[src/rtl/disp_scan_ctrl.sv]
// Four-digit 7-segment scan controller with frame-aligned double buffering.
// Optional leading-zero blanking is enabled by defining DISP_SCAN_LZB_EN.
module disp_scan_ctrl #(
  parameter int SCAN_DIV = 100000,
  parameter int BLANK    = 4
) (
  input  logic        clk,
  input  logic        rst,
  input  logic        load,
  input  logic [15:0] hexs,
  input  logic [3:0]  points,
  input  logic [3:0]  LES,
  output logic        upd_ack,
  output logic        frame_start,
  output logic [3:0]  AN,
  output logic [3:0]  digit,
  output logic        point_o,
  output logic        le_o
);

  localparam int PW = (SCAN_DIV > 1) ? $clog2(SCAN_DIV) : 1;
  localparam logic [PW-1:0] P_LAST  = PW'(SCAN_DIV - 1);
  localparam logic [PW-1:0] P_BLANK = PW'(BLANK);

  typedef struct packed {
    logic [15:0] hexs;
    logic [3:0]  points;
    logic [3:0]  les;
  } disp_buf_t;

  localparam disp_buf_t BUF_RST = '{
    hexs:   16'h0000,
    points: 4'h0,
    les:    4'hF
  };

  logic [PW-1:0] presc;
  logic [1:0]    idx;
  disp_buf_t     act_q;
  disp_buf_t     pend_q;
  disp_buf_t     in_buf;
  logic          pend_vld;

  logic          slot_end;
  logic          frame_end;
  logic          commit;
  logic [3:0]    lz_blank;
  logic [3:0]    nib_nxt;
  logic          pt_nxt;
  logic          le_nxt;
  logic [3:0]    an_nxt;

  assign in_buf    = '{hexs: hexs, points: points, les: LES};
  assign slot_end  = (presc == P_LAST);
  assign frame_end = slot_end && (idx == 2'd3);
  assign commit    = frame_end && (pend_vld || load);

`ifdef DISP_SCAN_LZB_EN
  // A digit is blanked when it and every more significant nibble are zero.
  always_comb begin
    lz_blank    = 4'b0000;
    lz_blank[3] = (act_q.hexs[15:12] == 4'h0);
    lz_blank[2] = lz_blank[3] && (act_q.hexs[11:8] == 4'h0);
    lz_blank[1] = lz_blank[2] && (act_q.hexs[7:4] == 4'h0);
  end
`else
  assign lz_blank = 4'b0000;
`endif

  always_comb begin
    nib_nxt = act_q.hexs[{idx, 2'b00} +: 4];
    pt_nxt  = act_q.points[idx] & ~lz_blank[idx];
    le_nxt  = act_q.les[idx] | lz_blank[idx];
    an_nxt  = 4'b1111;
    if (presc >= P_BLANK) begin
      an_nxt[idx] = 1'b0;
    end
  end

  always_ff @(posedge clk) begin
    if (rst) begin
      presc <= '0;
      idx   <= 2'd0;
    end else if (slot_end) begin
      presc <= '0;
      idx   <= idx + 2'd1;
    end else begin
      presc <= presc + PW'(1);
    end
  end

  // Inputs arriving on the frame boundary skip the pending stage.
  always_ff @(posedge clk) begin
    if (rst) begin
      act_q    <= BUF_RST;
      pend_q   <= BUF_RST;
      pend_vld <= 1'b0;
    end else if (commit) begin
      act_q    <= load ? in_buf : pend_q;
      pend_vld <= 1'b0;
    end else if (load) begin
      pend_q   <= in_buf;
      pend_vld <= 1'b1;
    end
  end

  always_ff @(posedge clk) begin
    if (rst) begin
      AN          <= 4'b1111;
      digit       <= 4'h0;
      point_o     <= 1'b0;
      le_o        <= 1'b1;
      upd_ack     <= 1'b0;
      frame_start <= 1'b0;
    end else begin
      AN          <= an_nxt;
      digit       <= nib_nxt;
      point_o     <= pt_nxt;
      le_o        <= le_nxt;
      upd_ack     <= commit;
      frame_start <= (presc == '0) && (idx == 2'd0);
    end
  end

endmodule

[config.mk]
export PLATFORM = sky130hd
export DESIGN_NAME = disp_scan_ctrl
export DESIGN_NICKNAME = d
export VERILOG_FILES = /design/src/rtl/disp_scan_ctrl.sv
export SDC_FILE = /design/constraint.sdc
export NUM_CORES = 1
export LEC_CHECK = 0
export CORE_AREA = 2 2 85 87
export DETAILED_ROUTE_END_ITERATION = 10
export DIE_AREA = 0 0 87 89
export PLACE_DENSITY = 0.87
export SLEW_MARGIN = 20
export SYNTH_ARGS = -nofsm -noshare
export SYNTH_HDL_FRONTEND = slang
export SYNTH_SLANG_ARGS = --single-unit
export TNS_END_PERCENT = 10
[constraint.sdc]
create_clock -name clk -period 2.25 [get_ports clk]
set_input_delay 0.5625 -clock clk [delete_from_list [all_inputs] [get_ports clk]]
set_output_delay 0.5625 -clock clk [all_outputs]
set_load 0.02 [all_outputs]
==> impl_metrics.json, run 1 <==
{
  "status": "finished clean",
  "grt_pass1_wl_um": 13100,
  "cp-start-kind": "flip-flop",
  "worstReg2RegStart": "presc[0]$_SDFF_PP0_",
  "yosysWarnings": 0,
  "ctsResizeCount": 0,
  "syn_nets": 406,
  "ys_ff_latch": 80,
  "drt_pass1_iterations": 4,
  "hold_depth": 2,
  "finalCritPeriodShare_pct": 94.8,
  "routed_wl_um": 7620,
  "min_from": "pend_q[17]$_SDFFE_PP0N_",
  "clk_pin_slew_worst_paths_ps": 80,
  "fp.dieArea_um2": 7740,
  "drt_iter0_markers": 140,
  "synth_cells": 373,
  "hpwl_um": 5200,
  "numClockSinks": 80,
  "vias_per_cell": 5.64,
  "skew_ps": 8.47,
  "r2r_end": "presc[5]$_SDFF_PP0_",
  "rsz0062_at_grt": "false",
  "ys_seq_area_share_pct": 43.3,
  "rows": 30,
  "cp_max_fo": 21,
  "finalPower_uw": 2680,
  "syn_avg_cell_area_um2": 9.92,
  "cts_root_buf": "clkbuf_8",
  "min_period_ps": 2130,
  "drive_gt1_share_pct": 10.2,
  "antenna_found_initial": 0,
  "grt_pass1_vias": 2765,
  "cts_tree": "done",
  "synth_edf_count": 0,
  "worst_pin_slew_ps": 535,
  "cellPowerDensity_nw_per_um2": 619,
  "max_slew_margin_pct": 64.3,
  "grt-ovfl-total": 0,
  "r2r_slack_ps": 120,
  "p_leak_uw": 0.00163,
  "critPathKind": "flip-flop to flip-flop",
  "gp_congestion": 0.910,
  "synth-async-reset-ratio_pct": 0,
  "cts_hold_buf": 0,
  "timing.fmax_ghz": 0.469,
  "ys.flop_type": "dfxtp_1",
  "worstPathArrival_ps": 2380,
  "layout_common_cells": "dfxtp_1, mux2i_1, nand2b_1, clkdlybuf4s50_1, nor2_1",
  "numCtsBuffers": 9,
  "wl_per_cell_um": 15.5,
  "ioPinCount": 39,
  "maxCapViolCount": 0,
  "whs_endpoint": "pend_q[17]$_SDFFE_PP0N_",
  "grt_max_degree": 46,
  "clockBufferDepth": 2,
  "start_util_pct": 55.1,
  "max-vdd-ir-drop_mv": 0.256,
  "num_vias": 2774,
  "numPortBuffers": 38,
  "syn_to_final_growth_pct": 17.2,
  "syn_area_um2": 3700,
  "die_height_um": 89,
  "layout_commonest_cell": "dfxtp_1",
  "worst_ep_required_time_ps": 2500,
  "coreArea_um2": 6720,
  "htree_num_levels": 3,
  "setup_viol": 0,
  "ff2ff_path_depth": 7,
  "drcViolationCount": 0,
  "antenna_left": 0,
  "fin_nets": 440,
  "grt_usage_pct": 21.4,
  "hp-class": "flip-flop to flip-flop",
  "insertion_delay_ps": 350,
  "endpoint_kind": "flip-flop",
  "fp.dieW_um": 87,
  "antenna_cells": 0,
  "post-cts-setup-buffers": 0,
  "hold_viol_final": 0,
  "tns_ps": 0,
  "yosysUniqueCellTypes": 35,
  "slew_viol_final": 0
}
==> cells in the mapped netlist, types with 5 or more instances <==
master	number	area, um^2
dfxtp_1	80	1600
mux2i_1	48	480
nand2b_1	41	257
nor2_1	32	120
a211oi_1	24	180
a31oi_1	20	125
clkbuf_1	16	60.1
nor2b_1	12	75.1
inv_1	8	30.0
nand4_1	8	50.1
xnor2_1	8	70.1
ha_1	6	75.1
mux4_2	6	135
nand2_1	6	22.5
nand3_1	6	30.0
buf_6	5	56.3
nor4_1	5	31.3
xor2_1	5	43.8
==> per-layer routing <==
metal | part of all wire (%) | track usage, % | routed length, um | up-vias
li1 | - | - | - | 1394
met1 | 45 | 27.4 | 3430 | 1301
met2 | 49 | 34.6 | 3740 | 70
met3 | 4.7 | 5.63 | 359 | 9
met4 | 1.3 | 8.95 | 97 | 0
met5 | 0 | 0 | 0 | -
==> cell type report <==
type	instances	area (um^2)
inverters	8	30.0
multi-input cells	255	1900
clock buffers	11	151
well taps	80	100
fillers	513	2380
flip-flops and latches	80	1600
clock inverters	5	31.3
repair buffers	53	526
==> kinds of logic after synthesis <==
logic type / after synthesis / share of synthesized area, %
buf+inv: 38 / 5.41
flops: 80 / 43.3
fa+ha+maj: 6 / 2.03
xor+xnor: 13 / 3.08
compound gates: 54 / 10.1
mux: 54 / 16.6
simple gates: 128 / 19.4
==> through the flow <==
stage | std cells | cell area, um^2 | setup WS, ps | hold WS, ps | util (%)
finish | 492 | 4340 | 116 | 479 | 64.6
detailed placement | 476 | 4160 | 91.8 | 463 | 61.8
global placement | 476 | 4160 | 219 | 456 | 61.8
floorplan | 373 | 3700 | 468 | 442 | -
global route | 492 | 4340 | 12.7 | 497 | 64.6
CTS | 492 | 4340 | 97.9 | 483 | 64.6
==> worst max-delay path by stage <==
stage / start / endpoint / slack [ps] / cells after the start
floorplan: presc[0]$_SDFF_PP0_ / act_q[14]$_SDFFE_PP0P_ / 470 / 7
global placement: presc[8]$_SDFF_PP0_ / presc[7]$_SDFF_PP0_ / 220 / 6
detailed placement: presc[0]$_SDFF_PP0_ / presc[9]$_SDFF_PP0_ / 90 / 7
CTS: presc[0]$_SDFF_PP0_ / presc[12]$_SDFF_PP0_ / 100 / 7
global route: presc[0]$_SDFF_PP0_ / presc[10]$_SDFF_PP0_ / 10 / 7
finish: presc[0]$_SDFF_PP0_ / presc[5]$_SDFF_PP0_ / 120 / 7
==> worst max-delay path, stage by stage (launching register included) <==
cell	delay, ps
dfxtp_1	400
ha_1	270
nand4_1	310
nor3_4	350
buf_4	310
a21o_1	190
buf_12	140
nor2_1	50
==> registers in the layout, summed over array words and instances (netlist names) <==
signal,cells
presc,17
AN,4
pend_q,24
idx,2
le_o,1
digit,4
frame_start,1
pend_vld,1
act_q,24
point_o,1
upd_ack,1
==> where the power goes <==
group | leakage [uW] | internal (uW) | total, uW | switching, uW
sequential | 0.000651 | 1450 | 1470 | 21.1
combinational | 0.000880 | 127 | 238 | 111
clock | 0.0000951 | 457 | 976 | 519
No activity file was read; power rests on OpenSTA's default activity.
==> run 2, diff against run 1 <==
==> constraint.sdc (replaced) <==
create_clock -name clk -period 2.45 [get_ports clk]
set_input_delay 0.6125 -clock clk [delete_from_list [all_inputs] [get_ports clk]]
set_output_delay 0.6125 -clock clk [all_outputs]
set_load 0.02 [all_outputs]
==> run 2 against run 1 <==
  * Clock skew decreased by 2.7 ps
  * Sequential power decreased by 8%
  * Global-route usage decreased by 0.72 points
  * Die area unchanged
  * Fmax decreased by 1.6%
  * Total power decreased by 5.7%
  * Worst setup slack improved by 170 ps
  * Register-to-register slack improved by 170 ps
  * Critical path depth decreased by 1
  * Combinational power decreased by 12%
==> impl_metrics.json, run 2 (same netlist as run 1, synthesis figures left out) <==
{
  "rows": 30,
  "cp_max_fo": 20,
  "num_vias": 2806,
  "grt_pass1_vias": 2766,
  "crit_path_start": "presc[0]$_SDFF_PP0_",
  "cts_root_buf": "clkbuf_8",
  "antenna_found_initial": 0,
  "cp-start-kind": "flip-flop",
  "maxCapViolCount": 0,
  "timing.fmax_ghz": 0.461,
  "layout_commonest_cell": "dfxtp_1",
  "worst_pin_slew_ps": 577,
  "grt_pass1_wl_um": 12600,
  "finalPower_uw": 2530,
  "r2r_slack_ps": 280,
  "grt_max_degree": 36,
  "numClockSinks": 80,
  "hp-class": "flip-flop to flip-flop",
  "cts_hold_buf": 0,
  "fin_nets": 441,
  "ff2ff_path_depth": 6,
  "setup_viol": 0,
  "tns_ps": 0,
  "max-vdd-ir-drop_mv": 0.328,
  "die_height_um": 89,
  "clk_pin_slew_worst_paths_ps": 70,
  "worst_ep_required_time_ps": 2650,
  "fp.dieW_um": 87,
  "drt_pass1_iterations": 4,
  "antenna_left": 0,
  "routed_wl_um": 7370,
  "clockBufferDepth": 2,
  "syn_to_final_growth_pct": 17.2,
  "hold_depth": 2,
  "endpoint_kind": "flip-flop",
  "antenna_cells": 0,
  "finish.utilization_pct": 64.5,
  "fp.dieArea_um2": 7740,
  "cellPowerDensity_nw_per_um2": 584,
  "htree_num_levels": 3,
  "cp-endpoint": "act_q[4]$_SDFFE_PP0P_",
  "status": "finished clean",
  "min_period_ps": 2170,
  "post-cts-setup-buffers": 0,
  "placed_area_um2": 4140,
  "p_leak_uw": 0.00163,
  "coreArea_um2": 6720,
  "ctsResizeCount": 0,
  "slew_viol_final": 0,
  "layout_common_cells": "dfxtp_1, mux2i_1, nand2b_1, clkdlybuf4s50_1, nor2_1",
  "max_slew_margin_pct": 61.5,
  "ioPinCount": 39,
  "grt-ovfl-total": 0,
  "hpwl_um": 5270,
  "final_area_um2": 4340,
  "numPortBuffers": 38,
  "drcViolationCount": 0,
  "numCtsBuffers": 9,
  "start_util_pct": 55.1,
  "hold_viol_final": 0,
  "drt_iter0_markers": 120,
  "r2r_end": "act_q[4]$_SDFFE_PP0P_",
  "drive_gt1_share_pct": 9.93,
  "finalCritPeriodShare_pct": 88.5,
  "critPathKind": "flip-flop to flip-flop",
  "pre_cts_slack_ps": 234,
  "fillers": 515,
  "wl_per_cell_um": 15.0,
  "cts_tree": "done",
  "skew_ps": 5.75,
  "reg_top3": "act_q x24, pend_q x24, presc x17",
  "grt_usage_pct": 20.7,
  "rsz0062_at_grt": "false",
  "min_from": "pend_q[12]$_SDFFE_PP0N_",
  "worstPathArrival_ps": 2370,
  "gp_congestion": 0.893,
  "vias_per_cell": 5.69,
  "insertion_delay_ps": 350,
  "setup_slack_ps": 282,
  "worstReg2RegStart": "presc[0]$_SDFF_PP0_"
}
run 2: cell count changes in the layout (fill, tap and decap cells not counted):
cell / previous run / this run
clkinvlp_4: 1 / 0
clkinv_2: 3 / 2
bufinv_16: 0 / 1
buf_4: 12 / 15
clkinv_4: 1 / 0
clkbuf_1: 0 / 2
buf_12: 3 / 1
run 2: how the worst min path moves through the flow:
stage / end / slack, ps
2_1_floorplan: presc[0]$_SDFF_PP0_ / 440
6_report: pend_q[12]$_SDFFE_PP0N_ / 480
3_5_place_dp: presc[0]$_SDFF_PP0_ / 460
4_1_cts: presc[0]$_SDFF_PP0_ / 480
5_1_grt: pend_q[6]$_SDFFE_PP0N_ / 490
3_3_place_gp: presc[0]$_SDFF_PP0_ / 460
run 2: critical path: stages (launching register included):
cell and delay [ps]:
dfxtp_1 390, ha_1 240, nand4_1 260, nor3_4 510
and3_1 260, buf_4 240, a211oi_1 110
run 2: area by class of cell:
class	count	area, um^2	share of cell area, %
clock buffers	13	159	3.66
clock inverters	3	40.0	0.923
inverters	8	30.0	0.692
well taps	80	100	2.31
multi-input cells	255	1900	43.8
flip-flops and latches	80	1600	36.9
repair buffers	54	508	11.7
run 2: per-stage QoR:
stage | std cells | hold WS [ps]
finish | 493 | 476
global route | 493 | 493
CTS | 493 | 479
detailed placement | 477 | 461
global placement | 477 | 457
floorplan | 373 | 442
run 2: layer usage:
layer	track usage, %	wire [um]	part of all wire [%]
met5	0	0	0
met3	4.62	350	4.7
met4	7.81	124	1.7
met1	25.2	3280	44
met2	35.9	3620	49
run 2: power by group:
part / internal (uW) / total, uW / switching [uW]
sequential: 1330 / 1350 / 18.6
combinational: 111 / 209 / 97.4
clock: 524 / 973 / 449
total: 1970 / 2530 / 565
==> run 3, diff against run 2 <==
--- a/config.mk
+++ b/config.mk
@@ -5,10 +5,11 @@
 export SDC_FILE = /design/constraint.sdc
 export NUM_CORES = 1
 export LEC_CHECK = 0
-export CORE_AREA = 2 2 85 87
+export CORE_AREA = 2 2 76 96
 export DETAILED_ROUTE_END_ITERATION = 10
-export DIE_AREA = 0 0 87 89
-export PLACE_DENSITY = 0.87
+export DIE_AREA = 0 0 78 98
+export GPL_TIMING_DRIVEN = 0
+export PLACE_DENSITY = 0.88
 export SLEW_MARGIN = 20
 export SYNTH_ARGS = -nofsm -noshare
 export SYNTH_HDL_FRONTEND = slang
==> run 3 against run 2 <==
  * Count of clock-buffer cells in the layout is the same
  * First-iteration DRC count grew 35%
  * Critical path depth shrank 1
  * Non-clock buffer count grew 13
  * Critical path type is now input port to flip-flop
  * Critical endpoint is now act_q[10]$_SDFFE_PP0P_
  * Largest power group unchanged
  * Highest routed layer unchanged
==> impl_metrics.json, run 3 (same netlist as run 1, synthesis figures left out) <==
{
  "status": "finished clean",
  "grt_pass1_wl_um": 13600,
  "grt_usage_pct": 22.4,
  "min_from": "pend_q[7]$_SDFFE_PP0N_",
  "cp-start-kind": "input port",
  "wl_per_cell_um": 15.5,
  "critPathBufInv": 3,
  "rsz0062_at_grt": "false",
  "seq_power_share_pct": 51.3,
  "reg_top3": "act_q x24, pend_q x24, presc x17",
  "htree_num_levels": 3,
  "worstPathArrival_ps": 2540,
  "ioPinCount": 39,
  "slew_viol_final": 0,
  "fin_nets": 454,
  "insertion_delay_ps": 360,
  "start_util_pct": 54.4,
  "cp_cell_sequence": "clkdlybuf4s50_1, buf_2, clkbuf_1, mux2i_1, a211oi_1",
  "fp.dieArea_um2": 7640,
  "fp.dieW_um": 78,
  "met2_length_um": 4100,
  "routed_wl_um": 8000,
  "numClockSinks": 80,
  "grt_pass1_vias": 2960,
  "comb_power_share_pct": 8.2,
  "m1WireLength_um": 3340,
  "final_area_um2": 4400,
  "gp_congestion": 0.847,
  "coreArea_um2": 6810,
  "hold_viol_final": 0,
  "antenna_left": 0,
  "num_vias": 2914,
  "hp-class": "flip-flop to flip-flop",
  "max-vdd-ir-drop_mv": 0.491,
  "layout_common_cells": "dfxtp_1, mux2i_1, nand2b_1, clkdlybuf4s50_1, nor2_1",
  "skew_ps": 8.96,
  "r2r_slack_ps": 300,
  "antenna_found_initial": 0,
  "p_int_uw": 2040,
  "hpwl_um": 5630,
  "clockBufferDepth": 2,
  "die_height_um": 98,
  "placed_area_um2": 4180,
  "rows": 34,
  "top_layer_used": "met4",
  "cts_hold_buf": 0,
  "pre_cts_slack_ps": -140,
  "cpPeakStageDelay_ps": 590,
  "critPathKind": "input port to flip-flop",
  "syn_to_final_growth_pct": 18.8,
  "ctsResizeCount": 0,
  "max_slew_margin_pct": 50.0,
  "layout_commonest_cell": "dfxtp_1",
  "setup_slack_ps": 174,
  "post-cts-setup-buffers": 0,
  "endpoint_kind": "flip-flop",
  "antenna_cells": 0,
  "drive_gt1_share_pct": 8.45,
  "grt_max_degree": 13,
  "cts_root_buf": "clkbuf_8",
  "vias_per_cell": 5.65,
  "maxCapViolCount": 0,
  "min_period_ps": 2280,
  "numCtsBuffers": 9,
  "timing.fmax_ghz": 0.439,
  "clk_pin_slew_worst_paths_ps": 80,
  "critPathTopFamily": "buffers and inverters",
  "fin_hold_ws_ps": 479,
  "tns_ps": 0,
  "grt-ovfl-total": 0,
  "cts_tree": "done",
  "drcViolationCount": 0,
  "cp_slowest_cell": "clkbuf_1",
  "drt_iter0_markers": 162,
  "setup_viol": 0,
  "sw_frac_of_total_pct": 22.3,
  "p_leak_uw": 0.00163,
  "cellPowerDensity_nw_per_um2": 599,
  "worstReg2RegStart": "presc[0]$_SDFF_PP0_",
  "numPortBuffers": 37,
  "p_switching_uw": 588,
  "finalCritPeriodShare_pct": 92.9,
  "met3_length_um": 331,
  "worst_ep_required_time_ps": 2710,
  "fillers": 555,
  "cp_max_fo": 10,
  "drt_pass1_iterations": 6,
  "worst_pin_slew_ps": 750,
  "p_clk_share_pct": 40.5,
  "crit_path_start": "load",
  "finish.utilization_pct": 64.6
}
-- run 3: power by group through the flow --
| stage | Clock, uW | Combinational, uW | Sequential (uW) |
|---|---|---|---|
| after global placement | 0 | 209 | 1380 |
| after global routing | 1130 | 235 | 1350 |
| after detailed placement | 0 | 215 | 1380 |
| final | 1070 | 216 | 1350 |
| after CTS | 1070 | 217 | 1350 |
| after floorplan | 0 | 126 | 1380 |
-- run 3: through the flow --
stage | power [uW] | cells
final | 2630 | 516
after global routing | 2720 | 516
after CTS | 2640 | 516
after detailed placement | 1600 | 500
after global placement | 1590 | 500
after floorplan | 1510 | 373
-- run 3: area by class of cell --
cell class / instances / area, um^2 / area share, %
plain buffers: 30 / 170 / 3.87
repair buffers: 37 / 370 / 8.42
flip-flops and latches: 80 / 1600 / 36.4
clock inverters: 3 / 65.1 / 1.48
inverters: 8 / 30.0 / 0.683
multi-input cells: 255 / 1900 / 43.2
clock buffers: 13 / 149 / 3.39
well taps: 90 / 113 / 2.56
-- run 3: routing by layer --
| metal | global-route usage (%) | vias up |
|---|---|---|
| li1 | - | 1416 |
| met1 | 25.2 | 1395 |
| met2 | 39.1 | 81 |
| met3 | 6.47 | 22 |
| met4 | 9.85 | 0 |
| met5 | 0 | - |
-- run 3: worst paths after layout --
| kind | to | depth (start not counted) |
|---|---|---|
| max | act_q[10]$_SDFFE_PP0P_ | 5 |
| min | pend_q[7]$_SDFFE_PP0N_ | 2 |
| max reg2reg | act_q[13]$_SDFFE_PP0P_ | 6 |
| min reg2reg | pend_q[7]$_SDFFE_PP0N_ | 2 |
-- run 3: tightest hold or removal path: cells and delay by family (launching register included) --
kind / cells / cell delay (ps)
flops: 1 / 320
mux: 1 / 50
simple gates: 1 / 60
